File: config.mk
export PLATFORM = sky130hd
export DESIGN_NAME = snes_joypad
export DESIGN_NICKNAME = d
export VERILOG_FILES = /design/src/rtl/snes_joypad.sv
export SDC_FILE = /design/constraint.sdc
export NUM_CORES = 1
export LEC_CHECK = 0
export ABC_AREA = 1
export BUFFER_PORTS_ARGS = -buffer_cell sky130_fd_sc_hd__buf_2
export CAP_MARGIN = 30
export CELL_PAD_IN_SITES_DETAIL_PLACEMENT = 0
export CELL_PAD_IN_SITES_GLOBAL_PLACEMENT = 2
export CORE_ASPECT_RATIO = 0.9
export CORE_UTILIZATION = 27
export CTS_CLUSTER_SIZE = 24
export DETAILED_ROUTE_END_ITERATION = 16
export GPL_TIMING_DRIVEN = 1
export HOLD_SLACK_MARGIN = 0.03
export PLACE_DENSITY = 0.73
export SLEW_MARGIN = 10
export SYNTH_ARGS = -nofsm -noshare
export SYNTH_HDL_FRONTEND = slang
export SYNTH_SLANG_ARGS = --single-unit
File: constraint.sdc
create_clock -name MCLK -period 1.3 [get_ports MCLK]
set_input_delay 0.325 -clock MCLK [delete_from_list [all_inputs] [get_ports MCLK]]
set_output_delay 0.325 -clock MCLK [all_outputs]
set_load 0.005 [all_outputs]
File: src/rtl/snes_joypad.sv
// SNES controller-side responder: latches a 12-button pad on JOY_STRB and shifts it out on JOY_CLK.
// Define SNES_JOYPAD_TURBO_EN to enable per-button autofire toggled by latch count.
module snes_joypad #(
   parameter int SYNC_STAGES  = 0,
   parameter int TURBO_PERIOD = 4
) (
   input  logic        MCLK,
   input  logic        RST_N,
   input  logic        JOY_STRB,
   input  logic        JOY_CLK,
   input  logic [11:0] BUTTONS,
   input  logic [11:0] TURBO_MASK,
   output logic [1:0]  JOY_DI,
   output logic [4:0]  BIT_CNT,
   output logic        READ_DONE
);

   logic        strb_s;
   logic        clk_s;
   logic        strb_q;
   logic        clk_q;
   logic        clk_rise;
   logic        strb_fall;
   logic [15:0] sr;
   logic        di0;
   logic [11:0] eff_buttons;

   // Synchroniser resets to the idle levels of the console lines.
   generate
      if (SYNC_STAGES == 0) begin : g_direct
         assign strb_s = JOY_STRB;
         assign clk_s  = JOY_CLK;
      end else begin : g_sync
         logic [SYNC_STAGES-1:0] strb_pipe;
         logic [SYNC_STAGES-1:0] clk_pipe;

         always_ff @(posedge MCLK or negedge RST_N) begin
            if (!RST_N) begin
               strb_pipe <= '0;
               clk_pipe  <= '1;
            end else begin
               strb_pipe[0] <= JOY_STRB;
               clk_pipe[0]  <= JOY_CLK;
               for (int i = 1; i < SYNC_STAGES; i++) begin
                  strb_pipe[i] <= strb_pipe[i-1];
                  clk_pipe[i]  <= clk_pipe[i-1];
               end
            end
         end

         assign strb_s = strb_pipe[SYNC_STAGES-1];
         assign clk_s  = clk_pipe[SYNC_STAGES-1];
      end
   endgenerate

   assign clk_rise  = clk_s & ~clk_q;
   assign strb_fall = ~strb_s & strb_q;

`ifdef SNES_JOYPAD_TURBO_EN
   localparam logic [3:0] TURBO_LAST = 4'(TURBO_PERIOD - 1);

   logic [3:0] turbo_cnt;
   logic       phase_on;

   always_ff @(posedge MCLK or negedge RST_N) begin
      if (!RST_N) begin
         turbo_cnt <= 4'd0;
         phase_on  <= 1'b1;
      end else if (strb_fall) begin
         if (turbo_cnt == TURBO_LAST) begin
            turbo_cnt <= 4'd0;
            phase_on  <= ~phase_on;
         end else begin
            turbo_cnt <= turbo_cnt + 4'd1;
         end
      end
   end

   assign eff_buttons = BUTTONS & ~(TURBO_MASK & {12{~phase_on}});
`else
   logic unused_turbo;
   assign unused_turbo = ^{TURBO_MASK, strb_fall};
   assign eff_buttons  = BUTTONS;
`endif

   // Latch dominates any clock edge; ones shift in so overclocked reads see "pressed".
   always_ff @(posedge MCLK or negedge RST_N) begin
      if (!RST_N) begin
         sr        <= 16'h0000;
         BIT_CNT   <= 5'd0;
         READ_DONE <= 1'b0;
         di0       <= 1'b1;
         strb_q    <= 1'b0;
         clk_q     <= 1'b1;
      end else begin
         strb_q    <= strb_s;
         clk_q     <= clk_s;
         READ_DONE <= 1'b0;
         di0       <= ~sr[0];
         if (strb_s) begin
            sr      <= {4'b0000, eff_buttons};
            BIT_CNT <= 5'd0;
         end else if (clk_rise) begin
            sr <= {1'b1, sr[15:1]};
            if (BIT_CNT != 5'd16) begin
               BIT_CNT <= BIT_CNT + 5'd1;
            end
            if (BIT_CNT == 5'd15) begin
               READ_DONE <= 1'b1;
            end
         end
      end
   end

   assign JOY_DI = {1'b1, di0};

endmodule

---- Word level (Yosys, flattened, before mapping) ----
Index checks and enable logic that the tools add are counted.
word-level totals
  bits in registers ....................... 24
  input bits .............................. 28
  output and inout bits ................... 8
  logic and storage cells ................. 22
cells by class
  $add $sub $neg .......................... 1
  eq/ne operators ......................... 2
  muxes and demuxes ....................... 8
  bitwise operators ....................... 3
  reductions and logical operators ........ 3
operator list
  kind                                            count
  two-way mux 16 bit                              2
  two-way mux 5 bit                               3
  adder 5 x 1 -> 5 bit (second input constant)    1
  == test 5 x 4 -> 1 bit (second input constant)  1
  != test 5 bit (second input constant)           1
  nonzero test 2 bit                              2
  two-way mux 1 bit                               3
  NOT 1 bit                                       2
  AND reduction 2 bit                             1
  AND 1 bit                                       1

---- Depth between registers and ports, before layout ----
  depth in word-level cells ............... 4
  gate-level depth with buffers ........... 8
  mapped depth without buffers ............ 8

---- Least setup slack after synthesis ----
Ideal clock, no wire load.
  path kind ............................... register -> register
  start point ............................. register BIT_CNT[0]
  end point ............................... register BIT_CNT[4]
  setup time .............................. 0.065 ns
  arrival ................................. 1.191 ns
  required time ........................... 1.235 ns
  path slack .............................. 0.044 ns
  stages on the path, launching flop included .. 7
  buffers on the path ..................... 0
  period minus slack after synthesis ...... 1.256 ns
  path through ............................ dfrtp_1 -> ha_1 -> nand2_1 -> nor2_1 -> ha_1 -> nand3b_1 -> nand2_1
between the ends
  word-level cells in the longest chain between the ends .. 4
  elaborated cells on any way between the ends .. 7
  classes of those cells .................. 1 x add/sub; 1 x eq/ne; 3 x mux; 2 x reduce/logical
ends and longest elaborated chain
  item                      line  RTL
  start: declaration        14    output logic [4:0] BIT_CNT,
  start signal: assignment  106   BIT_CNT <= BIT_CNT + 5'd1;
  adder 5 x 1 -> 5 bit      106
  two-way mux 5 bit         105   if (BIT_CNT != 5'd16) begin
  two-way mux 5 bit         103   end else if (clk_rise) begin
  two-way mux 5 bit         100   if (strb_s) begin
Several ways; a longest one is shown, not always the timed one. The select of a mux whose other input is x is not followed.
A chain may end at the register's enable or synchronous reset.

---- Final worst setup path ----
  start point ............................. register BIT_CNT[1]
  end point ............................... output port BIT_CNT[1]
No word-level cell between the ends.

==> out/metrics.yaml <==
outcome:
  outcome: "finished, final reports clean"
sta:
  total_negative_setup_slacks_ps: 0
  min_setup_slack_post_route_ps: 14.2
  achievable_clock_frequency_mhz: 778
  worst_max_slew_margin_expressed_relative_to_the_limit_pct: 62.8
  slew_violations: 0
  hold_violations: 0
  period_minus_slack_ps: 1290
  fin_worst_skew_ps: 1.99
  final_min_period_over_clock_period_pct: 98.9
  rsz0062_at_grt: "yes"
  hold_ws_ps: 36.2
  tightestPinTransition_ps: 557
  setup_violations: 0
routing:
  first_pass_iters: 4
  ant_nets: 0
  drc_errors: 0
  detail_route.vias_per_cell: 4.13
  vias: 909
  routed_wire_length_per_instance_um: 11.4
  drt-total-wl_um: 2520
  first_iter_violations: 12
yosys:
  synthesis.instances: 131
  yosysWarningCount: 0
  ys_ff_latch: 24
  seq_area_frac_synth_pct: 49.5
  netlist.top_cell.by_area: "sky130_fd_sc_hd__dfrtp_1"
  syn_area_per_cell_um2: 9.29
  syn_nets: 162
  yosysUniqueCellTypes: 26
  synth.top_cells.by_area: "sky130_fd_sc_hd__dfrtp_1 (45%), sky130_fd_sc_hd__nand2_1 (13%), sky130_fd_sc_hd__o211ai_2 (8.2%)"
  mappedNetlistArea_um2: 1220
  post-synth-top-area-fraction_pct: 45.2
power_and_ir_drop:
  p_switching_w: 0.000386
  p_comb_share_pct: 13.6
  power.share.switching_pct: 25.9
  clockPowerShare_pct: 31.0
  worst_vdd_rail_ir_drop_mv: 0.508
  power-per-cell-area_nw_per_um2: 1000
  internal_power_w: 0.00110
  power_frac_seq_pct: 55.4
  power.leakage_nw: 0.759
setup_path:
  critPathKind: "reg2out"
  critical_path.max_fanout: 4
  cp-end-kind: "primary output"
  critPathArrivalTime_ps: 960
  crit_required_ps: 980
  crit-reg2reg-capture: "BIT_CNT[4]"
  reg2regPathDepth: 6
  setup.worst_path.start_class: "flop"
  reg2reg_setup_slack_ps: 40
  timing.rr.start: "BIT_CNT[0]"
layout:
  multi_input_comb_area_um2: 487
  final_cell_area_um2: 1490
  antenna_cells_inserted: 0
  layout-drive-gt1-share_pct: 35.0
  filler_cell_count: 454
  layout.cells.non_filler: 220
  sequential_cell_area_um2: 604
  final_nets: 192
  synthToLayoutAreaGrowth_pct: 22.1
grt:
  wire_length_of_the_first_global_routing_pass_um: 4360
  antenna_found_initial: 0
  globalRoute.totalOverflow: 0
  gr-usage-all-layers_pct: 12.2
  grt_pass1_vias: 929
  grt_start_max_net_pins: 25
floorplan:
  ioPinCount: 36
  fp.dieArea_um2: 4780
  core_area_um2: 4210
  die_width_um: 72.8
  initial_core_util_pct: 28.9
  die_height_um: 65.7
  floorplan.rows: 22
placement:
  globalplace.congestion: 0.694
  buffer_ports.inserted: 22
  place.detailed.instances: 214
  preCtsSetupSlack_ps: -5.26
  placed_area_um2: 1410
  place.detailed.hpwl_um: 1830
cts:
  clock_insertion_delay_worst_skew_ps: 270
  clock_transition_at_path_regs_ps: 80
  cts.htree.levels: 1
  tritoncts: "done"
  cts_buffer_depth: 2
  cts_buffers: 3
  clock_tree.root_cell: "sky130_fd_sc_hd__clkbuf_8"
  clock_sinks: 24
  hold_fix_buffers_cts: 0
worst_hold_path:
  hold_path.class: "in2async"
job:
  drv.max_cap_violation_count: 0
==> state kept, by name, indices dropped and copies added, names as in the netlist <==
| name | count |
|---|---|
| sr | 16 |
| di0 | 1 |
| BIT_CNT | 5 |
| READ_DONE | 1 |
| clk_q | 1 |
==> stage by stage <==
stage | total power [W] | util, %
final | 0.00149 | 35.3
after global routing | 0.00159 | 35.3
after CTS | 0.00152 | 35.1
after detailed placement | 0.00104 | 33.5
after global placement | 0.00104 | 33.5
after floorplan | 0.000968 | -
==> cell type report <==
type	count	area share [%]
Timing Repair Buffer	31	12.8
Multi-Input combinational cell	79	32.7
Inverter	22	5.72
Tap cell	60	5.05
Sequential cell	24	40.7
Clock buffer	4	3.03
==> Yosys cell counts <==
cell type,number
sky130_fd_sc_hd__dfstp_2,2
sky130_fd_sc_hd__nor2_8,1
sky130_fd_sc_hd__nand3_1,9
sky130_fd_sc_hd__buf_4,2
sky130_fd_sc_hd__nand2_4,2
sky130_fd_sc_hd__o211ai_2,8
sky130_fd_sc_hd__nand3_2,1
sky130_fd_sc_hd__a21oi_1,1
sky130_fd_sc_hd__nand2_2,1
sky130_fd_sc_hd__o21ai_1,1
sky130_fd_sc_hd__or2_2,1
sky130_fd_sc_hd__buf_8,1
sky130_fd_sc_hd__nand4_1,1
sky130_fd_sc_hd__nand3b_1,1
sky130_fd_sc_hd__conb_1,1
sky130_fd_sc_hd__buf_2,1
sky130_fd_sc_hd__buf_6,2
sky130_fd_sc_hd__o22ai_1,2
sky130_fd_sc_hd__inv_4,1
sky130_fd_sc_hd__ha_1,3
sky130_fd_sc_hd__o21bai_1,1
sky130_fd_sc_hd__nor2_1,3
sky130_fd_sc_hd__nand2_1,41
sky130_fd_sc_hd__inv_1,21
sky130_fd_sc_hd__nor2_4,1
sky130_fd_sc_hd__dfrtp_1,22
==> critical path, stage by stage (launching register included) <==
cell	delay, ps
sky130_fd_sc_hd__dfrtp_1	420
sky130_fd_sc_hd__buf_4	160
sky130_fd_sc_hd__buf_2	120
==> how the worst max path moves through the flow <==
stage,start,endpoint,slack (ps)
after floorplan,BIT_CNT[0],BIT_CNT[4],40
after global placement,BIT_CNT[0],BIT_CNT[4],20
after detailed placement,BIT_CNT[0],BIT_CNT[4],-5
after CTS,BIT_CNT[1],BIT_CNT[1],1
final,BIT_CNT[1],BIT_CNT[1],10
after global routing,BIT_CNT[1],BIT_CNT[4],-30
==> logic make-up (layout without fill, tap and decap cells) <==
family,count (synthesis),count (layout),synth area share (%)
compound gates,13,13,10.7
other cells,1,1,0.308
fa+ha+maj,3,3,3.08
simple gates,62,62,24.7
buf+inv,28,57,11.7
flops,24,24,49.5
==> layer usage <==
| layer | up-vias | track usage [%] | part of all wire, % |
|---|---|---|---|
| met3 | 2 | 3.83 | 4.7 |
| met2 | 21 | 19.7 | 44 |
| met5 | - | 0 | 0 |
| li1 | 462 | - | - |
| met1 | 424 | 15.5 | 50 |
| met4 | 0 | 3.68 | 0.60 |
==> layout by cell type, fill, tap and decap left out, types with 2 or more instances in the layout <==
cell type / instances
sky130_fd_sc_hd__nand2_4: 2
sky130_fd_sc_hd__o211ai_2: 8
sky130_fd_sc_hd__inv_1: 21
sky130_fd_sc_hd__dfrtp_1: 21
sky130_fd_sc_hd__nand3_1: 9
sky130_fd_sc_hd__nand2_1: 40
sky130_fd_sc_hd__nor2_1: 2
sky130_fd_sc_hd__buf_2: 22
sky130_fd_sc_hd__clkbuf_8: 3
sky130_fd_sc_hd__dfstp_2: 2
sky130_fd_sc_hd__o22ai_1: 2
sky130_fd_sc_hd__buf_4: 8
sky130_fd_sc_hd__ha_1: 2
sky130_fd_sc_hd__nand2_2: 2
==> repair_timing <==
item	CTS	global route
gates cloned	0	0
buffers inserted	2	0
hold endpoints to repair	0	0
resized for setup	4	1
setup endpoints to repair	2	4
pin swaps	3	5
==> power groups by stage <==
stage	Clock, W	Sequential, W	Combinational, W
3_5_place_dp	0	0.000839	0.000205
3_3_place_gp	0	0.000837	0.000200
2_1_floorplan	0	0.000835	0.000133
4_1_cts	0.000486	0.000825	0.000207
5_1_grt	0.000524	0.000832	0.000229
6_report	0.000462	0.000825	0.000202
No activity file was read; power rests on OpenSTA's default activity.
